## src/rtl/mod_mul_operand_pipe.sv

```systemverilog
// -----------------------------------------------------------------------------
// mod_mul_operand_pipe
//   Pipelined K x K unsigned multiplier that feeds the Barrett reducer. It takes
//   coefficient pairs (a, b) on a valid/ready stream and emits the full 2K-bit
//   product, together with the coefficient index within the polynomial and an
//   end-of-polynomial flag. The whole pipe advances on one global enable, so
//   back-pressure freezes every stage at once and bubbles are preserved.
//
// Parameters
//   Q      modulus shared with the downstream reducer
//   LAT    pipeline depth, accept to out_valid, 1..8
//   N      coefficients per polynomial, power of two
//   K      operand width, $clog2(Q)   (derived)
//   IDX_W  index width, $clog2(N)     (derived)
//
// Ports
//   clk, rst_n             clock, asynchronous active-low reset
//   in_valid/in_ready      input handshake; in_ready depends only on the output side
//   in_a, in_b [K]         operands, expected < Q
//   out_valid/out_ready    output handshake
//   out_prod [2K]          in_a * in_b, exact
//   out_idx [IDX_W]        index of this beat within the polynomial
//   out_last               beat carries index N-1
//   out_err                operand range error on this beat
//   err_sticky             some errored beat has left the pipe since reset
//
// Configuration
//   MODMUL_RANGE_CHECK_EN  defined: flag beats with in_a >= Q or in_b >= Q and
//                          keep a sticky error; undefined: no comparators,
//                          out_err and err_sticky are constant 0.
// -----------------------------------------------------------------------------
module mod_mul_operand_pipe #(
  parameter  int Q     = 12289,
  parameter  int LAT   = 3,
  parameter  int N     = 1024,
  localparam int K     = $clog2(Q),
  localparam int IDX_W = $clog2(N)
) (
  input  logic             clk,
  input  logic             rst_n,
  input  logic             in_valid,
  output logic             in_ready,
  input  logic [K-1:0]     in_a,
  input  logic [K-1:0]     in_b,
  output logic             out_valid,
  input  logic             out_ready,
  output logic [2*K-1:0]   out_prod,
  output logic [IDX_W-1:0] out_idx,
  output logic             out_last,
  output logic             out_err,
  output logic             err_sticky
);

  logic             w_adv;
  logic             w_accept;
  logic [2*K-1:0]   w_prod;

  logic [LAT-1:0]   r_vld;
  logic [2*K-1:0]   r_prod [LAT];
  logic [IDX_W-1:0] r_idx  [LAT];
  logic [IDX_W-1:0] r_cnt;

  // The pipe moves whenever the last slot is empty or being taken; in_ready
  // is exactly that enable and never looks at in_valid.
  assign w_adv    = out_ready || !r_vld[LAT-1];
  assign in_ready = w_adv;
  assign w_accept = in_valid && w_adv;

  // Operands are widened first so the product is the exact 2K-bit value.
  assign w_prod = (2*K)'(in_a) * (2*K)'(in_b);

  // NOTE: data slots are reset too, not just the valid bits, so that out_prod
  // and out_idx are defined (never X) on invalid slots after reset.
  always_ff @(posedge clk or negedge rst_n) begin
    if (!rst_n) begin
      r_vld <= '0;
      for (int i = 0; i < LAT; i++) begin
        r_prod[i] <= '0;
        r_idx[i]  <= '0;
      end
    end else if (w_adv) begin
      // NOTE: non-blocking assignments make every stage read the value its
      // predecessor held before this edge, so the loop order is irrelevant.
      r_vld[0]  <= in_valid;
      r_prod[0] <= w_prod;
      r_idx[0]  <= r_cnt;
      for (int i = 1; i < LAT; i++) begin
        r_vld[i]  <= r_vld[i-1];
        r_prod[i] <= r_prod[i-1];
        r_idx[i]  <= r_idx[i-1];
      end
    end
  end

  // Coefficient index; N is a power of two, so natural overflow is the wrap.
  always_ff @(posedge clk or negedge rst_n) begin
    if (!rst_n) begin
      r_cnt <= '0;
    end else if (w_accept) begin
      r_cnt <= r_cnt + IDX_W'(1);
    end
  end

  assign out_valid = r_vld[LAT-1];
  assign out_prod  = r_prod[LAT-1];
  assign out_idx   = r_idx[LAT-1];
  assign out_last  = (r_idx[LAT-1] == IDX_W'(N - 1));

`ifdef MODMUL_RANGE_CHECK_EN
  // One extra bit so the comparison stays correct when Q is a power of two.
  localparam logic [K:0] QV = (K+1)'(Q);

  logic           w_err;
  logic [LAT-1:0] r_err;
  logic           r_sticky;

  assign w_err = ({1'b0, in_a} >= QV) || ({1'b0, in_b} >= QV);

  always_ff @(posedge clk or negedge rst_n) begin
    if (!rst_n) begin
      r_err <= '0;
    end else if (w_adv) begin
      r_err[0] <= w_err;
      for (int i = 1; i < LAT; i++) begin
        r_err[i] <= r_err[i-1];
      end
    end
  end

  // Sticky only counts errored beats that actually transfer out.
  always_ff @(posedge clk or negedge rst_n) begin
    if (!rst_n) begin
      r_sticky <= 1'b0;
    end else if (r_vld[LAT-1] && out_ready && r_err[LAT-1]) begin
      r_sticky <= 1'b1;
    end
  end

  assign out_err    = r_err[LAT-1];
  assign err_sticky = r_sticky;
`else
  assign out_err    = 1'b0;
  assign err_sticky = 1'b0;
`endif

endmodule
```

## config.mk

```make
export PLATFORM = sky130hd
export DESIGN_NAME = mod_mul_operand_pipe
export DESIGN_NICKNAME = d
export VERILOG_FILES = /design/src/rtl/mod_mul_operand_pipe.sv
export SDC_FILE = /design/constraint.sdc
export NUM_CORES = 1
export LEC_CHECK = 0
export BUFFER_PORTS_ARGS = -buffer_cell sky130_fd_sc_hd__buf_4
export CORE_UTILIZATION = 38
export CTS_CLUSTER_SIZE = 8
export DETAILED_ROUTE_END_ITERATION = 7
export PLACE_DENSITY = 0.54
export SLEW_MARGIN = 40
export SYNTH_ARGS = -nofsm -noshare
export SYNTH_HDL_FRONTEND = slang
export SYNTH_SLANG_ARGS = --single-unit
```

## constraint.sdc

```tcl
create_clock -name clk -period 2.6 [get_ports clk]
set_input_delay 0.26 -clock clk [delete_from_list [all_inputs] [get_ports clk]]
set_output_delay 0.26 -clock clk [all_outputs]
set_load 0.01 [all_outputs]
```

Word level (Yosys, flattened, before mapping). Index checks and enable logic that the tools add are counted.

Add/sub/neg operators: 1. Multiply operators: 1. Divide/modulo/power cells: 0. Order comparisons: 0. Equal/unequal tests: 1. Shift-type cells: 0. Muxes and demuxes: 0. Bitwise logic cells: 0. Reduce and logical (&&, ||, !) cells: 3.

Operators with widths (count): multiplier 14 x 14 -> 28 bit (1); adder 10 x 1 -> 10 bit, second input constant (1); equality test 10 bit, second input constant (1); logical AND 1 bit (1); logical NOT 1 bit (1); logical OR 1 bit (1).

Register bits: 127. Latch bits: 0. Bits in writable memories: 0. Bits in read-only memories: 0. Input bits: 32. Output and inout port bits: 43. Memories kept: 0.

Logic depth before layout (Yosys ltp).
Word-level depth: 3. Depth in mapped cells: 22. Depth with buffers taken out: 20.

Least setup slack after synthesis. Ideal clock, no wire load.

Path kind: input to register. Start: in in_b[3]. End: reg r_prod[75] (netlist bit). Library setup time: 125 ps. Arrival: 5152 ps. Data required time: 2475 ps. Path slack: -2677 ps. Stages on the path: 22. Path buffers: 2. Cell sequence: clkbuf_1 and2_1 fa_1 inv_1 fa_1 inv_1 fa_1 inv_1 fa_1 inv_1 fa_1 inv_1 fa_1 inv_1 ha_1 buf_2 nand2_1 a2111oi_4 o22ai_2 o311ai_2 xnor2_1 a21oi_2.

Longest elaborated chain between the ends: 1.

Ends and longest elaborated chain: start: declaration (line 44) `input logic [K-1:0] in_b,`; multiplier 14 x 14 -> 28 bit (line 70) `assign w_prod = (2*K)'(in_a) * (2*K)'(in_b);`; end signal: indexed assignment (line 89) `r_prod[i] <= r_prod[i-1];`; end: declaration (line 59) `logic [2*K-1:0] r_prod [LAT];`.

No other way between the ends. A chain may end at the register's enable or synchronous reset.

Worst setup path after layout.
Start: in in_b[4]. End: reg r_prod[72] (netlist bit).

Same word-level chain as after synthesis.

==> flow_metrics.py <==
metrics = {
    "global_routing": {
        "grt-busiest-layer": "met2",
        "grt_pass1_wl_um": 46320,
        "gr-total-overflow": 0,
        "grt_max_degree": 117,
        "antenna_found_initial": 0,
        "grt_pass1_vias": 9417,
        "use_met1": 0.2446,
        "grt_util_all_layers": 0.1739,
        "grtUsageMet3": 0.02229,
        "use_met2": 0.2886,
    },
    "layout": {
        "drive_gt1_frac": 0.2737,
        "multiInputGateArea_um2": 8414,
        "antennaDiodeCount": 0,
        "seqCellArea_um2": 3178,
        "fill_cells": 2889,
        "nets": 1803,
        "areaGrowthSynthToFinish_pct": 28.84,
        "final_cell_area_um2": 15490,
    },
    "route": {
        "dr_total_vias": 9149,
        "first_iter_violations": 444,
        "dr.pass1.iters": 7,
        "routed_wl_um": 27270,
        "wl_per_cell_um": 14.02,
        "vias_per_cell": 4.704,
        "ant_nets": 0,
        "post-route-drc-count": 10,
    },
    "sta": {
        "max_freq_ghz": 0.2046,
        "maxSlewViolCount": 0,
        "relSlewSlack": 0.5689,
        "fin_crit_ns": 4.888,
        "setup_violations": 24,
        "worst_pin_slew_ns": 0.6467,
        "hold_viol_final": 0,
        "layout_worst_path_cycle_share": 1.880,
        "tns_ns": -46.38,
        "grt_setup_unrepaired": "yes",
        "clock_skew_ns": 0.008912,
        "fin_ws_ns": -2.288,
    },
    "logic_synthesis": {
        "synth_cells": 1379,
        "netlist_area_um2": 12020,
        "synth_edf_count": 0,
        "synthTopCellsByArea": "dfrtp_1 26%, fa_1 23%, nand2_1 13%, ha_1 9.7%, inv_1 5.5%",
        "seq_area_frac_synth": 0.2644,
        "ys_types": 60,
        "yosysWarnings": 0,
        "synth_top_area_cell": "dfrtp_1",
        "synthArstFlopShare": 1.000,
        "avgSynthCellArea_um2": 8.717,
        "ys.flop_type": "dfrtp_1",
        "ys_ff_latch": 127,
        "synth_top_area_share": 0.2644,
    },
    "placement": {
        "portBuffers": 72,
        "place_congestion": 0.8397,
        "placed_area_um2": 13900,
        "dpl.hpwl_um": 21460,
    },
    "status": {
        "failed_checks": "design-rule violations, negative setup slack",
        "status": "finished, violations left",
    },
    "die": {
        "start_util": 0.3899,
        "fp.dieW_um": 179.9,
        "core_area_um2": 30830,
        "die_area_um2": 32350,
        "die_y_um": 179.9,
        "core.rowCount": 64,
        "io_pins": 75,
    },
    "worst_setup_path": {
        "required_ns": 2.88,
        "worstSetupEndpointType": "flip-flop",
        "path_max_fanout": 6,
        "cp-start-kind": "input port",
        "arrival_ns": 5.17,
        "worst-setup-path-type": "in2reg",
    },
    "clock_network": {
        "clk_pin_slew_worst_paths_ns": 0.05,
        "insertion_delay_ns": 0.40,
        "numCtsBuffers": 17,
        "clockBufferDepth": 2,
        "clock-sinks": 127,
        "h-tree-depth": 4,
        "cts_root_buffer": "clkbuf_16",
        "cts_tree": "yes",
    },
    "run": {
        "maxCapViolCount": 0,
    },
    "worst_hold_path": {
        "min_path_type": "in2reg",
    },
}
-- state kept, by name, summed over array words and instances, names as in the netlist --
register / cells
out_idx: 10
out_prod: 28
r_cnt: 10
r_idx: 20
r_prod: 56
r_vld: 3
-- worst max-delay path: stages --
cell     delay [ns]
buf_8          0.11
and2_4         0.15
fa_1           0.54
inv_2          0.04
fa_1           0.51
inv_2          0.04
fa_2           0.57
fa_2           0.44
fa_1           0.51
inv_1          0.05
fa_1           0.51
inv_2          0.05
ha_4           0.26
nand4_1        0.20
nor2_1         0.06
a22o_1         0.29
or3_1          0.37
xnor2_2        0.14
a21oi_1        0.07
-- per-stage QoR --
| stage | utilization | setup WS [ns] | hold slack, ns | instances |
|---|---|---|---|---|
| 6_report | 0.5024 | -2.288 | 0.1380 | 1945 |
| 2_1_floorplan | - | -2.505 | -0.03559 | 1380 |
| 3_3_place_gp | 0.4509 | -2.800 | 0.3353 | 1883 |
| 4_1_cts | 0.4854 | -2.271 | 0.1198 | 1923 |
| 3_5_place_dp | 0.4509 | -2.841 | 0.3429 | 1883 |
| 5_1_grt | 0.5024 | -2.518 | 0.1487 | 1945 |
-- cell usage after synthesis (all sizes together) (4+ instances only) --
library cell,n
clkbuf,52
nand4,13
o31ai,4
xnor2,19
o21bai,4
dfrtp,127
a21oi,36
o22ai,4
and2,92
o21a,6
ha,93
nor2,32
nor3,8
a211oi,4
inv,175
buf,54
fa,141
nand2,412
and3,10
nand3,14
nand2b,4
o21ai,23
xor2,7
mux2i,4
-- final cells by class --
type                            instances  share of cell area
Sequential cell                       127              0.2052
Clock inverter                         14             0.01236
Inverter                              175             0.04258
Multi-Input combinational cell        972              0.5433
Timing Repair Buffer                  244              0.1371
Clock buffer                           17             0.02747
Tap cell                              396             0.03199
-- kinds of logic (layout without fill, tap and decap cells) --
logic type	count (synthesis)	in the layout	share of synthesized area
buffers and inverters	281	450	0.1021
other	1	2	0.0003120
multiplexers	5	5	0.004268
flip-flops	127	127	0.2644
adder cells (fa/ha/maj)	234	234	0.3316
XOR/XNOR	26	26	0.01894
AND/OR/NAND/NOR	595	595	0.2159
AO/OA/AOI/OAI	110	110	0.06245
-- repair_timing --
action | 4_1_cts | 5_1_grt
hold endpoints to repair | 47 | 0
buffers inserted | 9 | 30
endpoints found under the setup margin | 24 | 24
cloned | 0 | 0
hold buffers | 1 | 0
pin swaps | 50 | 83
resized for setup | 92 | 85
-- path summary, 6_finish.rpt --
check	from	to	slack (ns)	depth (start not counted)
worst max-delay path	in_b[4]	r_prod[72]	-2.29	19
worst min register to register	r_vld[1]	r_vld[1]	0.45	2
max in group asynchronous	rst_n	r_prod[77]	1.45	3
worst min-delay path	in_valid	r_vld[0]	0.14	3
worst max register to register	r_vld[2]	r_prod[81]	0.88	6
min in group asynchronous	rst_n	out_idx[5]	0.42	2
-- cell usage in the layout, fill, tap and decap left out, types with 8 or more instances in the layout --
master	count
nor2_1	28
inv_2	29
nand3_1	12
clkbuf_16	17
xnor2_1	13
fa_1	138
buf_4	193
nand2_1	405
dfrtp_1	127
buf_12	9
inv_1	145
and2_4	21
and2_1	71
o21ai_0	12
ha_1	70
ha_4	22
a21oi_1	20
a21oi_2	10
and3_1	8
buf_6	35
nand4_1	13
-- layer usage --
metal  share of wire  wire [um]
met5               0          0
met4          0.0077        211
met3           0.026        698
met2            0.48      13000
met1            0.49      13360
Power is left out: the tool's default activity adds up to more than one toggle a clock period on the data nets, which glitch-free logic cannot reach.
